### src/rtl/writeback_arbiter.sv
// Two-channel writeback arbiter: alternates between the misc (A) and MAC (B) result
// channels on ties and holds one output entry toward the register file.
module writeback_arbiter #(
  parameter int data_width = 16,
  parameter int n_blocks   = 256
) (
  input  logic                          clk,
  input  logic                          reset,
  input  logic                          enable,

  input  logic                          a_valid,
  output logic                          a_ready,
  input  logic [$clog2(n_blocks)-1:0]   a_block,
  input  logic [3:0]                    a_dest,
  input  logic [2*data_width-1:0]       a_result,
  input  logic [8:0]                    a_commit_id,
  input  logic                          a_commit_flag,

  input  logic                          b_valid,
  output logic                          b_ready,
  input  logic [$clog2(n_blocks)-1:0]   b_block,
  input  logic [3:0]                    b_dest,
  input  logic [2*data_width-1:0]       b_result,
  input  logic [8:0]                    b_commit_id,
  input  logic                          b_commit_flag,

  output logic                          wb_valid,
  input  logic                          wb_ready,
  output logic [$clog2(n_blocks)-1:0]   wb_block,
  output logic [3:0]                    wb_dest,
  output logic [data_width-1:0]         wb_data,
  output logic [8:0]                    wb_commit_id,
  output logic                          wb_commit_flag,
  output logic [15:0]                   commit_count,
  output logic                          last_grant
);

  localparam int block_width = $clog2(n_blocks);

  logic                   wb_valid_reg;
  logic [block_width-1:0] wb_block_reg;
  logic [3:0]             wb_dest_reg;
  logic [data_width-1:0]  wb_data_reg;
  logic [8:0]             wb_commit_id_reg;
  logic                   wb_commit_flag_reg;
  logic [15:0]            commit_count_reg;
  logic                   last_grant_reg;

  logic                   slot_free;
  logic                   grant_a;
  logic                   grant_b;
  logic                   take_a;
  logic                   take_b;
  logic                   load;
  logic                   retire;

  logic [block_width-1:0] sel_block;
  logic [3:0]             sel_dest;
  logic [data_width-1:0]  sel_data;
  logic [8:0]             sel_commit_id;
  logic                   sel_commit_flag;

  // Upstream stages saturate, so the upper half of each result is dropped here.
  logic unused_result_hi;
  assign unused_result_hi = ^{a_result[2*data_width-1:data_width],
                              b_result[2*data_width-1:data_width]};

  assign slot_free = ~wb_valid_reg | wb_ready;

  // On a tie the channel that did not win last time goes first.
  assign grant_a = a_valid & (~b_valid | last_grant_reg);
  assign grant_b = b_valid & (~a_valid | ~last_grant_reg);

  assign a_ready = enable & slot_free & grant_a;
  assign b_ready = enable & slot_free & grant_b;

  assign take_a = a_valid & a_ready;
  assign take_b = b_valid & b_ready;
  assign load   = take_a | take_b;
  assign retire = enable & wb_valid_reg & wb_ready;

  always_comb begin
    sel_block       = a_block;
    sel_dest        = a_dest;
    sel_data        = a_result[data_width-1:0];
    sel_commit_id   = a_commit_id;
    sel_commit_flag = a_commit_flag;
    if (take_b) begin
      sel_block       = b_block;
      sel_dest        = b_dest;
      sel_data        = b_result[data_width-1:0];
      sel_commit_id   = b_commit_id;
      sel_commit_flag = b_commit_flag;
    end
  end

  always_ff @(posedge clk or negedge reset) begin
    if (!reset) begin
      wb_valid_reg       <= 1'b0;
      wb_block_reg       <= '0;
      wb_dest_reg        <= '0;
      wb_data_reg        <= '0;
      wb_commit_id_reg   <= '0;
      wb_commit_flag_reg <= 1'b0;
      commit_count_reg   <= '0;
      last_grant_reg     <= 1'b1;
    end else if (enable) begin
      if (load) begin
        wb_valid_reg       <= 1'b1;
        wb_block_reg       <= sel_block;
        wb_dest_reg        <= sel_dest;
        wb_data_reg        <= sel_data;
        wb_commit_id_reg   <= sel_commit_id;
        wb_commit_flag_reg <= sel_commit_flag;
        last_grant_reg     <= take_b;
      end else if (wb_ready) begin
        wb_valid_reg <= 1'b0;
      end
      if (retire && wb_commit_flag_reg) begin
        commit_count_reg <= commit_count_reg + 16'd1;
      end
    end
  end

  assign wb_valid       = wb_valid_reg;
  assign wb_block       = wb_block_reg;
  assign wb_dest        = wb_dest_reg;
  assign wb_data        = wb_data_reg;
  assign wb_commit_id   = wb_commit_id_reg;
  assign wb_commit_flag = wb_commit_flag_reg;
  assign commit_count   = commit_count_reg;
  assign last_grant     = last_grant_reg;

endmodule

### config.mk
export PLATFORM = sky130hd
export DESIGN_NAME = writeback_arbiter
export DESIGN_NICKNAME = d
export VERILOG_FILES = /design/src/rtl/writeback_arbiter.sv
export SDC_FILE = /design/constraint.sdc
export NUM_CORES = 1
export LEC_CHECK = 0
export BUFFER_PORTS_ARGS = -buffer_cell sky130_fd_sc_hd__buf_2
export CORE_MARGIN = 2
export CORE_UTILIZATION = 45
export DETAILED_ROUTE_END_ITERATION = 10
export PLACE_DENSITY = 0.81
export SLEW_MARGIN = 0
export SYNTH_ARGS = -nofsm -noshare
export SYNTH_HDL_FRONTEND = slang
export SYNTH_SLANG_ARGS = --single-unit
### constraint.sdc
create_clock -name clk -period 2.28 [get_ports clk]
set_input_delay 0.228 -clock clk [delete_from_list [all_inputs] [get_ports clk]]
set_output_delay 0.228 -clock clk [all_outputs]
set_load 0.02 [all_outputs]
==> flow_summary.ini <==
[worst_setup_path]
startpoint_type = register
cp_slowest_cell = dfrtp_1
crit_chain = nor2b_1 -> and2b_2 -> nand3_2 -> buf_12 -> inv_1 -> buf_2
end_kind = primary output
critical_path.max_stage_delay_ns = 0.46
path_buf_inv = 3
crit_type = register to primary output
critPathTopFamily = simple AND/OR/NAND/NOR gates
cp_max_fo = 40
worst_ep_arrival_time_ns = 1.84
cp.required_ns = 2.05

[timing]
fin_skew_ns = 0.006079
fin_setup_tns_ns = 0
post-route-period-util = 0.9054
slew_headroom = 0.5618
hold_violations = 0
tightestPinTransition_ns = 0.6573
period_needed_ns = 2.064
grt_setup_unrepaired = false
fmax_mhz = 484.4
setup_viol = 0
drv_slew = 0

[power]
power.switching_mw = 1.200
seq_power_share = 0.406
power_mw = 3.497
p_leak_nw = 2.207
intPower_mw = 2.297
vdd_ir_drop_max_uv = 455.3
switching_share = 0.3432
pwr-share-comb = 0.437
power_density_nw_per_um2 = 895.4
power.share.clock = 0.157

[layout]
area_delta_synth_final_pct = 27.91
final_cell_mix = buf_2 (139), mux2_4 (76), dfrtp_1 (55), nand2_1 (14), xnor2_1 (13)
fin_nets = 456
drive_gt1_frac = 0.6813
n_antenna_cell = 0
final_common_cell = buf_2
fillers = 586
final_cells = 422
multi_input_area_sq_um = 1545
seq_area_sq_um = 1403

[clock_tree]
cts_sinks = 56
insertion_delay_ns = 0.31
path_clk_slew_ns = 0.10
cts-buffers-inserted = 5
tritoncts = done
post-cts-setup-buffers = 0
h-tree-depth = 2
cts_max_path_buffers = 2
cts-root-buf = clkbuf_8

[logic_synthesis]
synth_area_sq_um = 3053
ys_warn_count = 0
synthCells = 200
postSynthAreaPerCell_sq_um = 15.26
synthArstFlopShare = 1.000
synth_nets = 315
synth_cell_types = 26
synth_edf_count = 0
yosysSeqAreaShare = 0.4594
ys_ff_latch = 56
synthFlopType = dfrtp_1

[floorplanning]
initial_core_util = 0.4569
die_w_microns = 86.37
fp.dieH_microns = 86.37
ios = 172
coreArea_sq_um = 6681
dieArea_sq_um = 7459
num_rows = 30

[global_routing]
antenna_found_initial = 0
grt_pass1_wl_microns = 10040
grt.overflow.total = 0
grt.total_usage = 0.1706
grt_pass1_vias = 2102
grt_max_degree = 41

[placed_design]
gp_congestion = 0.8126
place_inst = 413
portBuffers = 139
hpwl_microns = 4759

[route]
post_drt_wl_per_cell_microns = 15.03
drt-initial-drc-count = 38
first_pass_iters = 4
drc = 0
via_per_inst = 4.886
vias = 2062
wl_microns = 6341
ant_nets = 0

[job]
cap_violations = 0

[run_status]
status = complete, no violations

[min_path]
hp-class = input pin to register
worst paths after layout:
kind	start	endpoint	slack, ns	cells after the start
setup reg to reg	wb_valid	wb_data[7]	0.40	5
setup / recovery	wb_valid	b_ready	0.22	6
hold / removal	b_commit_id[8]	wb_commit_id[8]	0.14	2
min in group asynchronous	reset	commit_count[13]	0.47	2
hold reg to reg	commit_count[15]	commit_count[15]	0.48	1
max in group asynchronous	reset	wb_data[7]	0.97	3
through the flow:
step / setup slack (ns) / hold slack (ns) / utilization / area, sq um
3_3_place_gp: 0.4882 / 0.2879 / 0.5691 / 3802
4_1_cts: 0.1813 / 0.1323 / 0.5845 / 3905
6_report: 0.2157 / 0.1416 / 0.5845 / 3905
5_1_grt: 0.1181 / 0.1218 / 0.5845 / 3905
2_1_floorplan: 0.5488 / -0.06759 / - / 3053
3_5_place_dp: 0.4315 / 0.2998 / 0.5691 / 3802
metal layers:
layer	global-route usage	wire, microns	part of all wire	vias up
met1	0.2177	2702	0.43	988
li1	-	-	-	984
met5	0	0	0	-
met2	0.2951	3206	0.51	81
met4	0.04830	92	0.015	0
met3	0.03333	340	0.054	9
synthesized netlist by cell type (2+ instances only):
cell	n	area, sq um
nand2_1	14	52.55
clkbuf_8	2	27.53
dfrtp_1	55	1376
buf_6	6	67.56
inv_1	3	11.26
xor2_1	2	17.52
mux2_4	76	1141
and3_1	2	12.51
nand3_1	7	35.03
nor2_1	2	7.510
nand4_1	4	25.02
xnor2_1	13	113.9
what timing repair did:
action / 4_1_cts / 5_1_grt
gates resized for setup: 0 / 0
endpoints found under the hold margin: 27 / 0
hold buffers: 1 / 0
layout make-up:
cell class / count / share of cell area
Inverter: 3 / 0.002884
Timing Repair Buffer: 143 / 0.1929
Sequential cell: 56 / 0.3592
Multi-Input combinational cell: 132 / 0.3957
Clock inverter: 3 / 0.006088
Clock buffer: 5 / 0.01762
Tap cell: 80 / 0.02563
cell families after synthesis:
kind of cell	count (synthesis)	share of synthesized area
muxes	76	0.3738
DFF	56	0.4594
and+or+nand+nor	39	0.08197
xor gates and xnor gates	15	0.04303
buffers and inverters	12	0.03606
AOI/OAI and AO/OA	1	0.001638
adders and majority gates	1	0.004098
power by group through the flow:
stage,registers (mW),logic [mW],clock network [mW]
final,1.42,1.53,0.549
after global routing,1.46,1.62,0.617
after CTS,1.42,1.55,0.573
after detailed placement,1.43,1.54,0
after global placement,1.42,1.49,0
after floorplan,1.73,0.782,0
No activity file was read; power rests on OpenSTA's default activity.
